$ cat src/rtl/inst_cache_pkg.sv
// Shared geometry constants, FSM state encoding and storage types for the
// direct-mapped instruction cache.
package icache_types;

  localparam int S_OFFSET = 5;
  localparam int S_INDEX  = 3;
  localparam int S_TAG    = 32 - S_INDEX - S_OFFSET;
  localparam int S_LINE   = 8 * (1 << S_OFFSET);
  localparam int N_SETS   = 1 << S_INDEX;

  typedef enum logic {
    IDLE,
    FILL
  } icache_state_t;

  typedef logic [S_TAG-1:0]   tag_t;
  typedef logic [S_INDEX-1:0] index_t;
  typedef logic [S_LINE-1:0]  line_t;

endpackage

$ cat src/rtl/inst_cache_array.sv
// Valid/tag/data storage for the instruction cache: one write port and an
// asynchronous read port, both addressed by set index.
module icache_array
  import icache_types::*;
(
  input  logic   clk,
  input  logic   rst,
  input  logic   we,
  input  index_t w_index,
  input  tag_t   w_tag,
  input  line_t  w_line,
  input  index_t r_index,
  output logic   r_valid,
  output tag_t   r_tag,
  output line_t  r_line
);

  logic [N_SETS-1:0] valid;
  tag_t              tags  [N_SETS];
  line_t             lines [N_SETS];

  always_ff @(posedge clk or negedge rst) begin
    if (!rst) begin
      valid <= '0;
    end else if (we) begin
      valid[w_index] <= 1'b1;
    end
  end

  // Tag and data carry no reset; valid alone qualifies them.
  always_ff @(posedge clk) begin
    if (we) begin
      tags[w_index]  <= w_tag;
      lines[w_index] <= w_line;
    end
  end

  assign r_valid = valid[r_index];
  assign r_tag   = tags[r_index];
  assign r_line  = lines[r_index];

endmodule

$ cat src/rtl/inst_cache.sv
// Read-only direct-mapped instruction cache: zero-latency hits, line fill
// from the instruction-side pmem port on a miss.
module inst_cache
  import icache_types::*;
(
  input  logic          clk,
  input  logic          rst,
  input  logic          inst_read,
  input  logic [31:0]   inst_addr,
  output logic [31:0]   inst_rdata,
  output logic          inst_resp,
  output logic          pmem_read,
  output logic [31:0]   pmem_address,
  input  logic [255:0]  pmem_rdata,
  input  logic          pmem_resp
);

  icache_state_t state, state_d;

  tag_t        req_tag;
  index_t      req_index;
  logic [2:0]  req_word;
  logic        unused_addr_bits;

  tag_t        fill_tag;
  index_t      fill_index;

  logic        arr_we;
  logic        arr_valid;
  tag_t        arr_tag;
  line_t       arr_line;
  logic        hit;

  assign req_tag          = inst_addr[31 -: S_TAG];
  assign req_index        = inst_addr[S_OFFSET +: S_INDEX];
  assign req_word         = inst_addr[S_OFFSET-1:2];
  assign unused_addr_bits = ^inst_addr[1:0];

  icache_array u_array (
    .clk     (clk),
    .rst     (rst),
    .we      (arr_we),
    .w_index (fill_index),
    .w_tag   (fill_tag),
    .w_line  (pmem_rdata),
    .r_index (req_index),
    .r_valid (arr_valid),
    .r_tag   (arr_tag),
    .r_line  (arr_line)
  );

  assign hit = inst_read & arr_valid & (arr_tag == req_tag);

  always_ff @(posedge clk or negedge rst) begin
    if (!rst) begin
      state <= IDLE;
    end else begin
      state <= state_d;
    end
  end

  // Miss address is captured once so the fill stays stable even if the
  // requester misbehaves while the line is in flight.
  always_ff @(posedge clk) begin
    if (state == IDLE && inst_read && !hit) begin
      fill_tag   <= req_tag;
      fill_index <= req_index;
    end
  end

  always_comb begin
    state_d      = state;
    inst_resp    = 1'b0;
    inst_rdata   = '0;
    pmem_read    = 1'b0;
    pmem_address = '0;
    arr_we       = 1'b0;
    case (state)
      IDLE: begin
        if (hit) begin
          inst_resp  = 1'b1;
          inst_rdata = arr_line[{req_word, 5'b0} +: 32];
        end else if (inst_read) begin
          state_d = FILL;
        end
      end
      FILL: begin
        pmem_read    = 1'b1;
        pmem_address = {fill_tag, fill_index, {S_OFFSET{1'b0}}};
        if (pmem_resp) begin
          arr_we  = 1'b1;
          state_d = IDLE;
        end
      end
      default: state_d = IDLE;
    endcase
  end

endmodule

$ cat config.mk
export PLATFORM = sky130hd
export DESIGN_NAME = inst_cache
export DESIGN_NICKNAME = d
export VERILOG_FILES = /design/src/rtl/inst_cache_pkg.sv /design/src/rtl/inst_cache_array.sv /design/src/rtl/inst_cache.sv
export SDC_FILE = /design/constraint.sdc
export NUM_CORES = 2
export LEC_CHECK = 0
export CAP_MARGIN = 20
export CORE_MARGIN = 4
export CORE_UTILIZATION = 54
export DETAILED_ROUTE_END_ITERATION = 10
export PLACE_DENSITY = 0.8
export SLEW_MARGIN = 20
export SYNTH_ARGS = -nofsm -noshare
export SYNTH_HDL_FRONTEND = slang
export SYNTH_SLANG_ARGS = --single-unit
$ cat constraint.sdc
create_clock -name clk -period 22.3 [get_ports clk]
set_clock_uncertainty 0.05 [all_clocks]
set_input_delay 2.23 -clock clk [delete_from_list [all_inputs] [get_ports clk]]
set_output_delay 2.23 -clock clk [all_outputs]
set_load 0.05 [all_outputs]
==> impl_metrics.yaml <==
synthesis:
  yosysSeqAreaShare: 0.7885
  netlist_area_um2: 86620
  ys.flop_type: "edfxtp_1"
  synthCells: 3394
  synth.distinct_cells: 35
  yosysMostFrequentCell: "edfxtp_1"
  ys_warn_count: 0
  synth_area_leader_cell: "edfxtp_1"
  avgSynthCellArea_um2: 25.52
  ys_seq_elements: 2276
  synth_edf_count: 2267
  yosysTopAreaCellShare: 0.7859
  synth-async-reset-ratio: 0.003954
  synth_area_leaders: "edfxtp_1, mux4_2, mux2i_1"
  synth_common_cells: "edfxtp_1, mux4_2, buf_2"
worst_setup_path:
  crit_required_ns: 20.02
  critical_path_depth: 10
  r2r_start: "state"
  cp_slowest_stage_delay_ns: 0.90
  cp.arrival_ns: 8.90
  crit_buf_inv: 6
  ff2ff_setup_slack_ns: 16.32
  cp-end-kind: "output pin"
  worstPathCellList: "buf_8 -> buf_4 -> buf_4 -> buf_4 -> buf_12 -> mux4_2 -> mux4_2 -> mux4_2 -> nor2b_1 -> clkdlybuf4s50_1"
  cp_max_fo: 110
  r2r_end: "u_array.lines[2][13]"
  start_kind: "input port"
  critPathSlowestCell: "buf_4"
  crit_end: "inst_rdata[6]"
  rr_worst_depth: 6
  path_class: "input port to output pin"
  path_delay_family: "buffers and inverters"
  startpoint: "inst_addr[5]"
timing:
  hold_viol: 0
  slew_viol_final: 0
  rsz0062_at_grt: "no"
  fin_hold_ws_ns: 0.4273
  tightestPinTransition_ns: 1.149
  fin_ws_ns: 11.12
  finalCriticalPeriod_ns: 11.18
  slew_headroom: 0.2338
  fin_crit_sh: 0.5013
  setup_viol: 0
  fmax_mhz: 89.45
  tns_ns: 0
die:
  start_util: 0.5450
  fp-row-count: 146
  die_w_um: 408.5
  fp.dieArea_um2: 166900
  core_um2: 158900
  die_height_um: 408.5
  ios: 358
detailed_routing:
  drtAntennaViolNets: 0
  wire_per_inst_um: 31.58
  wl_met2_um: 96730
  drc_errors: 0
  drt_wl_total_um: 194600
  viasPerCell: 6.380
  met3_length_um: 16670
  drt_iter0_markers: 5045
  wl_met1_um: 76570
  routed.top_layer: "met5"
  drt-pass1-iter-count: 5
  via_count: 39320
pwr:
  leakagePower_nw: 30.82
  ir_drop_mv: 0.07665
  powerDensity_nw_per_um2: 88.96
  power.total_w: 0.008863
run_status:
  outcome: "finished clean"
cts:
  tritoncts: "yes"
  cts_hold_buf: 0
  htree_levels: 4
  cts_buffers: 215
  cts.clk_slew.worst_paths_ns: 0.06
  clockBufferDepth: 3
  clockRootBuffer: "clkbuf_16"
  cts.sinks: 2276
  ctsResizeCount: 0
  postCtsSetupRepairBufs: 0
  clk_latency_ns: 0.87
layout:
  syn2layout_area_growth_pct: 15.00
  seq_area_um2: 68300
  drive_above_1_share: 0.2713
  fillers: 9999
  nets: 4142
  multi_input_area_um2: 17530
placed_design:
  gp_congestion: 0.7334
  post-place-ws_ns: 10.88
  portBuffers: 350
  hpwlAfterDp_um: 103800
min_path:
  hp-class: "flop to flop"
global_route:
  grt_pass1_wl_um: 286400
  first_global_vias: 40747
  antenna_found_initial: 69
  grt_max_degree: 133
  gr-total-overflow: 0
  grt_usage: 0.2351
flow_run:
  cap_violations: 0
## cell families (layout without fill, tap and decap cells)
| logic type | Yosys count | count (layout) | synth area share |
|---|---|---|---|
| AO/OA/AOI/OAI | 51 | 51 | 0.004088 |
| multiplexers | 758 | 758 | 0.1880 |
| other | 1 | 63 | 0.00004329 |
| XOR/XNOR | 13 | 13 | 0.001314 |
| flip-flops | 2276 | 2276 | 0.7885 |
| AND/OR/NAND/NOR | 115 | 115 | 0.007944 |
| buffers and inverters | 180 | 815 | 0.01017 |
## metal layers
metal / up-vias / GRT usage
met2: 1946 / 0.3682
met3: 294 / 0.05359
met1: 21223 / 0.3370
met4: 28 / 0.07251
met5: - / 0
li1: 15829 / -
## final cells by class
cell class              count  area share
well taps                2072     0.02602
clock buffers             250     0.05573
diodes                     58    0.001457
clock inverters           150     0.01385
flip-flops and latches   2276      0.6856
inverters                   2  0.00007536
multi-input cells         942      0.1759
repair buffers            413     0.04132
## stage by stage
| stage | area, µm² | cells | util |
|---|---|---|---|
| after floorplan | 86650 | 3398 | - |
| after global placement | 92520 | 5704 | 0.5821 |
| after detailed placement | 92520 | 5704 | 0.5821 |
| after CTS | 99450 | 6104 | 0.6258 |
| after global routing | 99530 | 6128 | 0.6263 |
| final | 99620 | 6163 | 0.6268 |
## sequential cells by signal (all words and copies together), names as in the netlist
name / cells
fill_index: 3
u_array.tags: 192
u_array.valid: 8
state: 1
u_array.lines: 2048
fill_tag: 24
## worst min path at each step
stage,start,end,slack [ns],depth (start not counted)
floorplan,u_array.valid[2],u_array.valid[2],0.38,1
global placement,u_array.valid[3],u_array.valid[3],0.39,1
detailed placement,u_array.valid[6],u_array.valid[6],0.40,1
CTS,u_array.valid[6],u_array.valid[6],0.43,1
global route,u_array.valid[0],u_array.valid[0],0.46,1
finish,u_array.valid[6],u_array.valid[6],0.43,1
## cells in the final DEF, fill, tap and decap left out, drive strengths merged, types with 8 or more instances in the layout
| cell | Yosys | layout |
|---|---|---|
| diode | 0 | 58 |
| clkdlybuf4s50 | 0 | 344 |
| dfrtp | 9 | 9 |
| xor2 | 13 | 13 |
| buf | 122 | 68 |
| or2 | 8 | 8 |
| mux2i | 55 | 55 |
| bufinv | 0 | 13 |
| nor2b | 38 | 38 |
| mux4 | 694 | 694 |
| a22oi | 14 | 14 |
| clkinv | 0 | 116 |
| edfxtp | 2267 | 2267 |
| and2 | 30 | 30 |
| a211oi | 12 | 12 |
| mux2 | 9 | 9 |
| nor2 | 10 | 10 |
| clkbuf | 56 | 251 |
| clkinvlp | 0 | 16 |
## where the power goes
part | internal [W] | total [W] | switching, W
sequential | 0.00479 | 0.00482 | 0.0000286
combinational | 0.000232 | 0.000511 | 0.000280
clock | 0.00195 | 0.00353 | 0.00158
Power figures use the tool's default switching activity.
